==> config.mk <==
export PLATFORM = sky130hd
export DESIGN_NAME = irqctl
export DESIGN_NICKNAME = d
export VERILOG_FILES = /design/src/rtl/irqctl_pkg.sv /design/src/rtl/irq_prienc.sv /design/src/rtl/irqctl.sv
export SDC_FILE = /design/constraint.sdc
export NUM_CORES = 1
export LEC_CHECK = 0
export ABC_AREA = 1
export CAP_MARGIN = 20
export CORE_MARGIN = 4
export CORE_UTILIZATION = 55
export CTS_BUF_LIST = sky130_fd_sc_hd__clkbuf_2
export DETAILED_ROUTE_END_ITERATION = 8
export GPL_TIMING_DRIVEN = 0
export MAX_ROUTING_LAYER = met4
export PLACE_DENSITY = 0.77
export SLEW_MARGIN = 20
export SYNTH_ARGS = -nofsm -noshare
export SYNTH_HDL_FRONTEND = slang
export SYNTH_SLANG_ARGS = --single-unit
==> constraint.sdc <==
create_clock -name clk -period 2.75 [get_ports clk]
set_input_delay 0.55 -clock clk [delete_from_list [all_inputs] [get_ports clk]]
set_output_delay 0.55 -clock clk [all_outputs]
set_load 0.01 [all_outputs]
==> src/rtl/irqctl_pkg.sv <==
// Shared definitions for the super-I/O interrupt controller.
package irqctl_pkg;

    localparam int unsigned NSRC          = 8;
    localparam int unsigned IDXW          = 3;
    localparam int unsigned AW            = 3;
    localparam int unsigned VEC_VALID_BIT = 7;

    // Peripheral-bus register map
    typedef enum logic [AW-1:0] {
        IRQ_STATUS = 3'd0,
        IRQ_MASK   = 3'd1,
        IRQ_MODE   = 3'd2,
        IRQ_POL    = 3'd3,
        IRQ_VEC0   = 3'd4,
        IRQ_RAW    = 3'd5,
        IRQ_ROUTE  = 3'd6,
        IRQ_VEC1   = 3'd7
    } irq_addr_e;

    // Vector register layout: valid flag on top, source index in the low bits.
    function automatic logic [NSRC-1:0] vec_pack(input logic valid, input logic [IDXW-1:0] idx);
        logic [NSRC-1:0] v;
        v                = '0;
        v[VEC_VALID_BIT] = valid;
        v[IDXW-1:0]      = idx;
        return v;
    endfunction

endpackage

==> src/rtl/irq_prienc.sv <==
// Fixed-priority encoder: lowest set request index wins.
module irq_prienc
    import irqctl_pkg::*;
(
    input  logic [NSRC-1:0] req,
    output logic            valid_c,
    output logic [IDXW-1:0] idx_c
);

    // Scan from the top down so the lowest index is the last one to land
    always_comb begin
        valid_c = |req;
        idx_c   = '0;
        for (int i = int'(NSRC) - 1; i >= 0; i--) begin
            if (req[i]) begin
                idx_c = IDXW'(i);
            end
        end
    end

endmodule

==> src/rtl/irqctl.sv <==
// Interrupt controller: synchronise, latch, mask, route and prioritise 8 sources onto irq0/irq1.
module irqctl
    import irqctl_pkg::*;
#(
    parameter logic [NSRC-1:0] MASK_RESET = 8'h00,
    parameter logic [NSRC-1:0] MODE_RESET = 8'h00
) (
    input  logic            clk,
    input  logic            rst,
    input  logic [AW-1:0]   AD,
    input  logic [NSRC-1:0] DI,
    output logic [NSRC-1:0] DO,
    input  logic            rw,
    input  logic            cs,
    input  logic [NSRC-1:0] src,
    output logic            irq0,
    output logic            irq1
);

    logic [NSRC-1:0] s1, s2, act_prev, pend;
    logic [NSRC-1:0] mask_r, mode_r, pol_r, route_r;

    logic [NSRC-1:0] act, rise, pend_nxt;
    logic [NSRC-1:0] w1c, mode_chg, pol_chg;
    logic [NSRC-1:0] grp0, grp1;
    logic            we, wr_status, wr_mask, wr_mode, wr_pol, wr_route;
    logic            v0_c, v1_c;
    logic [IDXW-1:0] i0_c, i1_c;

    // Bus write decode and per-bit change masks
    always_comb begin
        we        = cs && !rw;
        wr_status = we && (AD == IRQ_STATUS);
        wr_mask   = we && (AD == IRQ_MASK);
        wr_mode   = we && (AD == IRQ_MODE);
        wr_pol    = we && (AD == IRQ_POL);
        wr_route  = we && (AD == IRQ_ROUTE);
        w1c       = wr_status ? DI : '0;
        mode_chg  = wr_mode ? (DI ^ mode_r) : '0;
        pol_chg   = wr_pol ? (DI ^ pol_r) : '0;
        act       = s2 ^ pol_r;
        rise      = act & ~act_prev;
    end

    // Next pending: config changes clear; level follows act; edge sets over W1C, else holds
    always_comb begin
        pend_nxt = pend;
        for (int i = 0; i < int'(NSRC); i++) begin
            if (mode_chg[i] || pol_chg[i]) begin
                pend_nxt[i] = 1'b0;
            end else if (!mode_r[i]) begin
                pend_nxt[i] = act[i];
            end else if (rise[i]) begin
                pend_nxt[i] = 1'b1;
            end else if (w1c[i]) begin
                pend_nxt[i] = 1'b0;
            end
        end
    end

    // Unmasked requests split by routing group
    always_comb begin
        grp0 = pend & mask_r & ~route_r;
        grp1 = pend & mask_r & route_r;
    end

    irq_prienc u_prienc0 (
        .req     (grp0),
        .valid_c (v0_c),
        .idx_c   (i0_c)
    );

    irq_prienc u_prienc1 (
        .req     (grp1),
        .valid_c (v1_c),
        .idx_c   (i1_c)
    );

    // Synchroniser, pending latch, config registers and registered IRQ outputs
    always_ff @(posedge clk) begin
        if (rst) begin
            s1       <= '0;
            s2       <= '0;
            act_prev <= '0;
            pend     <= '0;
            mask_r   <= MASK_RESET;
            mode_r   <= MODE_RESET;
            pol_r    <= '0;
            route_r  <= '0;
            irq0     <= 1'b0;
            irq1     <= 1'b0;
        end else begin
            s1       <= src;
            s2       <= s1;
            // Re-seed history with the new polarity so a POL write is not seen as an edge
            act_prev <= wr_pol ? (s2 ^ DI) : act;
            pend     <= pend_nxt;
            if (wr_mask)  mask_r  <= DI;
            if (wr_mode)  mode_r  <= DI;
            if (wr_pol)   pol_r   <= DI;
            if (wr_route) route_r <= DI;
            irq0     <= |grp0;
            irq1     <= |grp1;
        end
    end

    // Read mux, combinational from AD; chip-select gating happens at the top level
    always_comb begin
        DO = '0;
        case (irq_addr_e'(AD))
            IRQ_STATUS: DO = pend & mask_r;
            IRQ_MASK:   DO = mask_r;
            IRQ_MODE:   DO = mode_r;
            IRQ_POL:    DO = pol_r;
            IRQ_VEC0:   DO = vec_pack(v0_c, i0_c);
            IRQ_RAW:    DO = s2;
            IRQ_ROUTE:  DO = route_r;
            IRQ_VEC1:   DO = vec_pack(v1_c, i1_c);
            default:    DO = '0;
        endcase
    end

endmodule
==> results by group, run 1 <==
Run status
  – Status: completed

Global routing
  – GRT Total Usage: 28.1%
  – M1 GR Usage: 35.5%
  – Largest net degree at the start of global routing: 12
  – Vias in the first global route: 3234
  – Initial antenna violation count: 0
  – GRT busiest layer: met2
  – Global Route met3 Usage: 6.24%
  – Met2 Resource Use GR: 43.7%
  – First-pass GRT wire length: 15400 um
  – Global route overflow: 0

Cells and area
  – Fill count: 535
  – Post-layout utilization of the core: 67.7%
  – Multi-input gate area: 1770 sq um
  – Final #Nets: 553
  – Share of cells above drive strength 1: 16.3%
  – Area grow syn2layout: 19.7%
  – # diodes: 0
  – Sequential Area: 1330 sq um

Synthesis
  – Synth cell count leaders: nand2_1, dfxtp_1, nor2_1
  – Most common cell in the synthesized netlist: nand2_1
  – Post-Synthesis Net Count: 497
  – Syn Inst Count: 474
  – Synth Area per Inst: 7.07 sq um
  – Synth top area share: 39.4%
  – Count of flip-flops with a built-in enable after synthesis: 0
  – Ys async rst share: 0%
  – Distinct cells, synth: 35
  – Yosys warning count: 0
  – Top FF cell, synth: dfxtp_1
  – Seq/Total Area, Yosys: 39.4%
  – Area of the mapped netlist: 3350 sq um
  – Area leader, netlist: dfxtp_1
  – Synth area leaders: dfxtp_1, nand2_1, nor2_1, inv_1, a21oi_1
  – Yosys reg bits: 66

Timing
  – Hold WS: 0.409 ns
  – Final Max Slew Viols: 0
  – Final Critical Period: 2.67 ns
  – Measured slew at the worst slew-check pin: 0.724 ns
  – Final hold vios: 0
  – Final setup viols: 0
  – Clk_skew: 0.0240 ns
  – Worst slew margin: 51.7%
  – Final TNS setup: 0 ns
  – RSZ-0062 raised after global routing: no
  – Period utilisation layout: 97.1%
  – FMAX: 374 MHz

Placed design
  – Port bufs: 31
  – Gpl congestion: 1.04
  – DP Wirelength: 6470 um

Die
  – Core Area: 5920 sq um
  – Overall die area: 7400 sq um
  – Rows: 28
  – Die W: 86.0 um
  – Starting Density: 56.6%
  – IO Pins: 33
  – Die Ht: 86.0 um

Pwr
  – Max VDD drop: 0.309 mV
  – Leak: 1.73 nW
  – Tot Pwr: 0.00172 W
  – PD cells: 429 nW/um^2

Drt
  – Vias/cell: 5.67
  – Final ANT Viol Nets: 0
  – Final wirelength: 9730 um
  – TritonRoute pass-1 iters: 5
  – Vias: 3456
  – Drc violations: 0
  – Initial DRC count: 352
  – Routed WL per cell: 15.9 um

CTS
  – Clk_lat worst skew: 0.52 ns
  – CTS sink cnt: 66
  – Clock Path Buffers: 2
  – H-tree depth reported by CTS: 3
  – TritonCTS clock tree: done
  – Cts bufs inserted: 9
  – Clock-pin slew on the worst setup and hold paths: 0.18 ns
  – CTS root buf: clkbuf_2

Setup path
  – Critical path type: in -> out
  – WP data required: 2.20 ns
  – Startpoint types: input port
  – Critical Path End Type: output pin
  – CP arrival: 2.12 ns
  – Critical-path maximum fanout: 7

Min path
  – Hold WC Path Type: reg -> reg

Job
  – MaxCap Viol Count: 0
## routing by layer
metal	wire, um	part of all wire, %	vias up
li1	-	-	1694
met5	0	0	-
met1	4230	43	1588
met3	773	7.9	27
met4	235	2.4	0
met2	4490	46	147
## through the flow
stage	instances	instance area (sq um)	worst slack, ns
6_report	610	4010	0.0787
5_1_grt	610	4010	0.00105
4_1_cts	608	3980	0.000260
3_5_place_dp	580	3750	-0.716
3_3_place_gp	580	3750	-0.650
2_1_floorplan	474	3350	0.868
## worst max-delay path: stages
cell	delay [ns]
clkbuf_4	0.20
inv_2	0.09
nor3_4	0.26
inv_2	0.15
o22ai_1	0.14
a21oi_1	0.06
o2111ai_1	0.08
clkdlybuf4s50_1	0.57
## where the power goes
group | internal, W | total, W | switching (W)
logic | 0.0000903 | 0.000221 | 0.000131
registers | 0.000990 | 0.00101 | 0.0000230
clock network | 0.000114 | 0.000485 | 0.000371
## what timing repair did
action | CTS | global route
hold buffers | 0 | 0
endpoints found under the setup margin | 8 | 5
pin swaps | 4 | 4
resized for setup | 41 | 11
endpoints found under the hold margin | 0 | 0
buffers inserted | 12 | 2
## worst paths after layout
check                                     startpoint                to  slack [ns]  depth (start not counted)
worst max-delay path                           AD[1]             DO[5]        0.08                          8
worst min-delay path                s1[2]$_SDFF_PP0_  s2[2]$_SDFF_PP0_        0.41                          2
worst max register to register  pend[5]$_SDFFE_PP0P_   irq0$_SDFF_PP0_        1.69                          5
worst min register to register      s1[2]$_SDFF_PP0_  s2[2]$_SDFF_PP0_        0.41                          2
## logic make-up (layout without fill, tap and decap cells)
kind of cell	count (synthesis)	count (layout)	share of synthesized area, %
XOR/XNOR	8	8	2.09
AND/OR/NAND/NOR	210	210	27.1
flip-flops	66	66	39.4
AO/OA/AOI/OAI	112	112	21.8
buffers and inverters	78	139	9.60
## sequential cells by signal (all words and copies together) (netlist names)
name / count
route_r: 8
mode_r: 8
mask_r: 8
irq1: 1
s2: 8
s1: 8
pend: 8
act_prev: 8
pol_r: 8
irq0: 1
## placed cells by master, fill, tap and decap left out, types with 6 or more instances in the layout
cell and n:
a31oi_1 8, o22ai_1 6, nor4_1 8, clkdlybuf4s50_1 21, inv_2 6, nand3_1 13
a21oi_1 42, nand2_1 106, a211oi_1 27, xnor2_1 8, clkbuf_2 11, o21bai_1 7
dfxtp_2 10, clkbuf_1 9, inv_1 57, buf_4 15, dfxtp_1 56, nor2_1 59
## layout make-up
class / instances / share of cell area, %
inverters: 64 / 6.02
clock inverters: 6 / 0.842
plain buffers: 14 / 2.00
clock buffers: 10 / 1.25
well taps: 75 / 2.34
repair buffers: 45 / 10.1
flip-flops and latches: 66 / 33.3
multi-input cells: 330 / 44.1
(Power assumes the default switching activity.)
==> run 2: changes to the inputs <==
Settings changed: CORE_UTILIZATION 55 to 35, PLACE_DENSITY 0.77 to unset.
==> results by group, run 2 (synthesized netlist as in run 1, its figures left out) <==
Run status
  – Status: completed

Placed design
  – Gpl congestion: 0.962 (-7.2%)
  – Post-DP Area: 3820 sq um (+1.8%)
  – Port bufs: 31 (unchanged)
  – Setup WS pre-CTS: -0.794 ns (-0.0780 ns)
  – DP Wirelength: 6870 um (+6.1%)

Drt
  – TritonRoute pass-1 iters: 5 (unchanged)
  – Drc violations: 0 (unchanged)
  – Final ANT Viol Nets: 0 (unchanged)
  – Vias: 3354 (-3.0%)
  – Vias/cell: 5.07 (-11%)
  – Final wirelength: 10100 um (+3.4%)
  – Routed WL per cell: 15.2 um (-4.8%)
  – Initial DRC count: 189 (-46%)

Pwr
  – PD cells: 424 nW/um^2 (-1.2%)
  – Leak: 1.72 nW (-0.57%)
  – Max VDD drop: 0.262 mV (-15%)

Timing
  – Worst slew margin: 52.1% (+0.39 points)
  – Measured slew at the worst slew-check pin: 0.718 ns (-0.00587 ns)
  – Final Critical Period: 2.59 ns (-0.0853 ns)
  – Setup slack after layout: 0.164 ns (+0.0853 ns)
  – Hold WS: 0.415 ns (+0.00589 ns)
  – Final setup viols: 0 (unchanged)
  – FMAX: 387 MHz (+3.3%)
  – Clk_skew: 0.0244 ns (+0.000338 ns)
  – Final hold vios: 0 (unchanged)
  – Final Max Slew Viols: 0 (unchanged)
  – Period utilisation layout: 94.0% (-3.1 points)
  – Final TNS setup: 0 ns (unchanged)
  – RSZ-0062 raised after global routing: no

Cells and area
  – Final Cell Area: 4070 sq um (+1.6%)
  – Post-layout utilization of the core: 43.9% (-24 points)
  – Final #Nets: 551 (-0.36%)
  – Area grow syn2layout: 21.6%
  – Commonest non-fill, non-tap cell in the layout: nand2_1
  – Commonest non-fill, non-tap cells in the layout: nand2_1, nor2_1, dfxtp_1
  – # diodes: 0 (unchanged)
  – Fill count: 973 (+82%)
  – Share of cells above drive strength 1: 15.4% (-0.88 points)

Job
  – MaxCap Viol Count: 0 (unchanged)

Min path
  – Hold WC Path Type: reg -> reg
  – Worst hold path depth: 2 (unchanged)

CTS
  – TritonCTS clock tree: done
  – Clock Path Buffers: 2 (unchanged)
  – Clk_lat worst skew: 0.51 ns (about the same)
  – Clock-pin slew on the worst setup and hold paths: 0.20 ns (+0.02 ns)
  – H-tree depth reported by CTS: 3 (unchanged)
  – CTS sink cnt: 66 (unchanged)
  – Cts bufs inserted: 9 (unchanged)
  – CTS Hold Bufs: 0 (unchanged)
  – CTS root buf: clkbuf_2

Global routing
  – Global route overflow: 0 (unchanged)
  – Vias in the first global route: 3262 (+0.87%)
  – First-pass GRT wire length: 16300 um (+5.5%)
  – Largest net degree at the start of global routing: 13 (+1)
  – Initial antenna violation count: 0 (unchanged)
  – GRT Total Usage: 19.0% (-9.1 points)

Die
  – Rows: 35 (+25%)
  – Overall die area: 11200 sq um (+51%)
  – Core Area: 9280 sq um (+57%)
  – Die Ht: 106 um (+23%)
  – Die W: 106 um (+23%)
  – IO Pins: 33 (unchanged)
  – Starting Density: 36.1% (-20 points)

Setup path
  – Critical-path maximum fanout: 3 (-4)
  – Critical Path End Type: output pin
  – Critical path type: reg -> out
  – Startpoint types: register
  – Reg2Reg Depth: 5 (unchanged)
  – WP data required: 2.20 ns (about the same)
  – CP arrival: 2.04 ns (-0.08 ns)
-- run 2: path summary, 6_finish.rpt --
kind                                         end  slack [ns]            startpoint
worst max-delay path                       DO[0]        0.16  pend[5]$_SDFFE_PP0P_
worst max register to register   irq0$_SDFF_PP0_        1.64  pend[3]$_SDFFE_PP0P_
worst min register to register  s2[5]$_SDFF_PP0_        0.41      s1[5]$_SDFF_PP0_
worst min-delay path            s2[5]$_SDFF_PP0_        0.41      s1[5]$_SDFF_PP0_
-- run 2: layout make-up --
class	count	area (sq um)	share of cell area, %
buffer	14	80.1	1.97
clock buffer	9	45.0	1.11
clock inverter	7	46.3	1.14
inverter	64	241	5.93
multi-input combinational	330	1760	43.3
sequential	66	1330	32.7
tap	129	161	3.96
timing repair buffer	43	405	9.95
-- run 2: metrics by stage --
stage,power [W],cells
4_1_cts,0.00174,662
2_1_floorplan,0.00114,474
5_1_grt,0.00181,662
6_report,0.00173,662
3_3_place_gp,0.00123,634
3_5_place_dp,0.00124,634
-- run 2: repair_timing --
action,4_1_cts,5_1_grt
endpoints found under the hold margin,0,0
setup buffers,12,0
endpoints found under the setup margin,8,4
pin swaps,4,1
resized for setup,30,13
-- run 2: power breakdown --
| group | total [W] | switching (W) | internal, W |
|---|---|---|---|
| Clock | 0.000494 | 0.000379 | 0.000115 |
| Sequential | 0.00101 | 0.0000232 | 0.000990 |
| Combinational | 0.000219 | 0.000130 | 0.0000894 |
| Total | 0.00173 | 0.000532 | 0.00119 |
-- run 2: worst max-delay path, cell delays in order (launching register included) --
cell and delay, ns:
dfxtp_2 0.39, nand2_1 0.07, or2_2 0.30, nand2_1 0.08, nand2_1 0.05, nand2_1 0.05, nand2_1 0.05, nand2_1 0.07
nand2_1 0.05, nand3_1 0.06, nand2_1 0.05, inv_1 0.05, dlygate4sd2_1 0.26
-- run 2: layer usage --
metal | share of wire (%) | routed length, um | GRT usage [%]
met1 | 45 | 4570 | 23.5
met2 | 47 | 4700 | 30.8
met3 | 6.0 | 602 | 4.16
met4 | 1.8 | 183 | 6.48
met5 | 0 | 0 | -
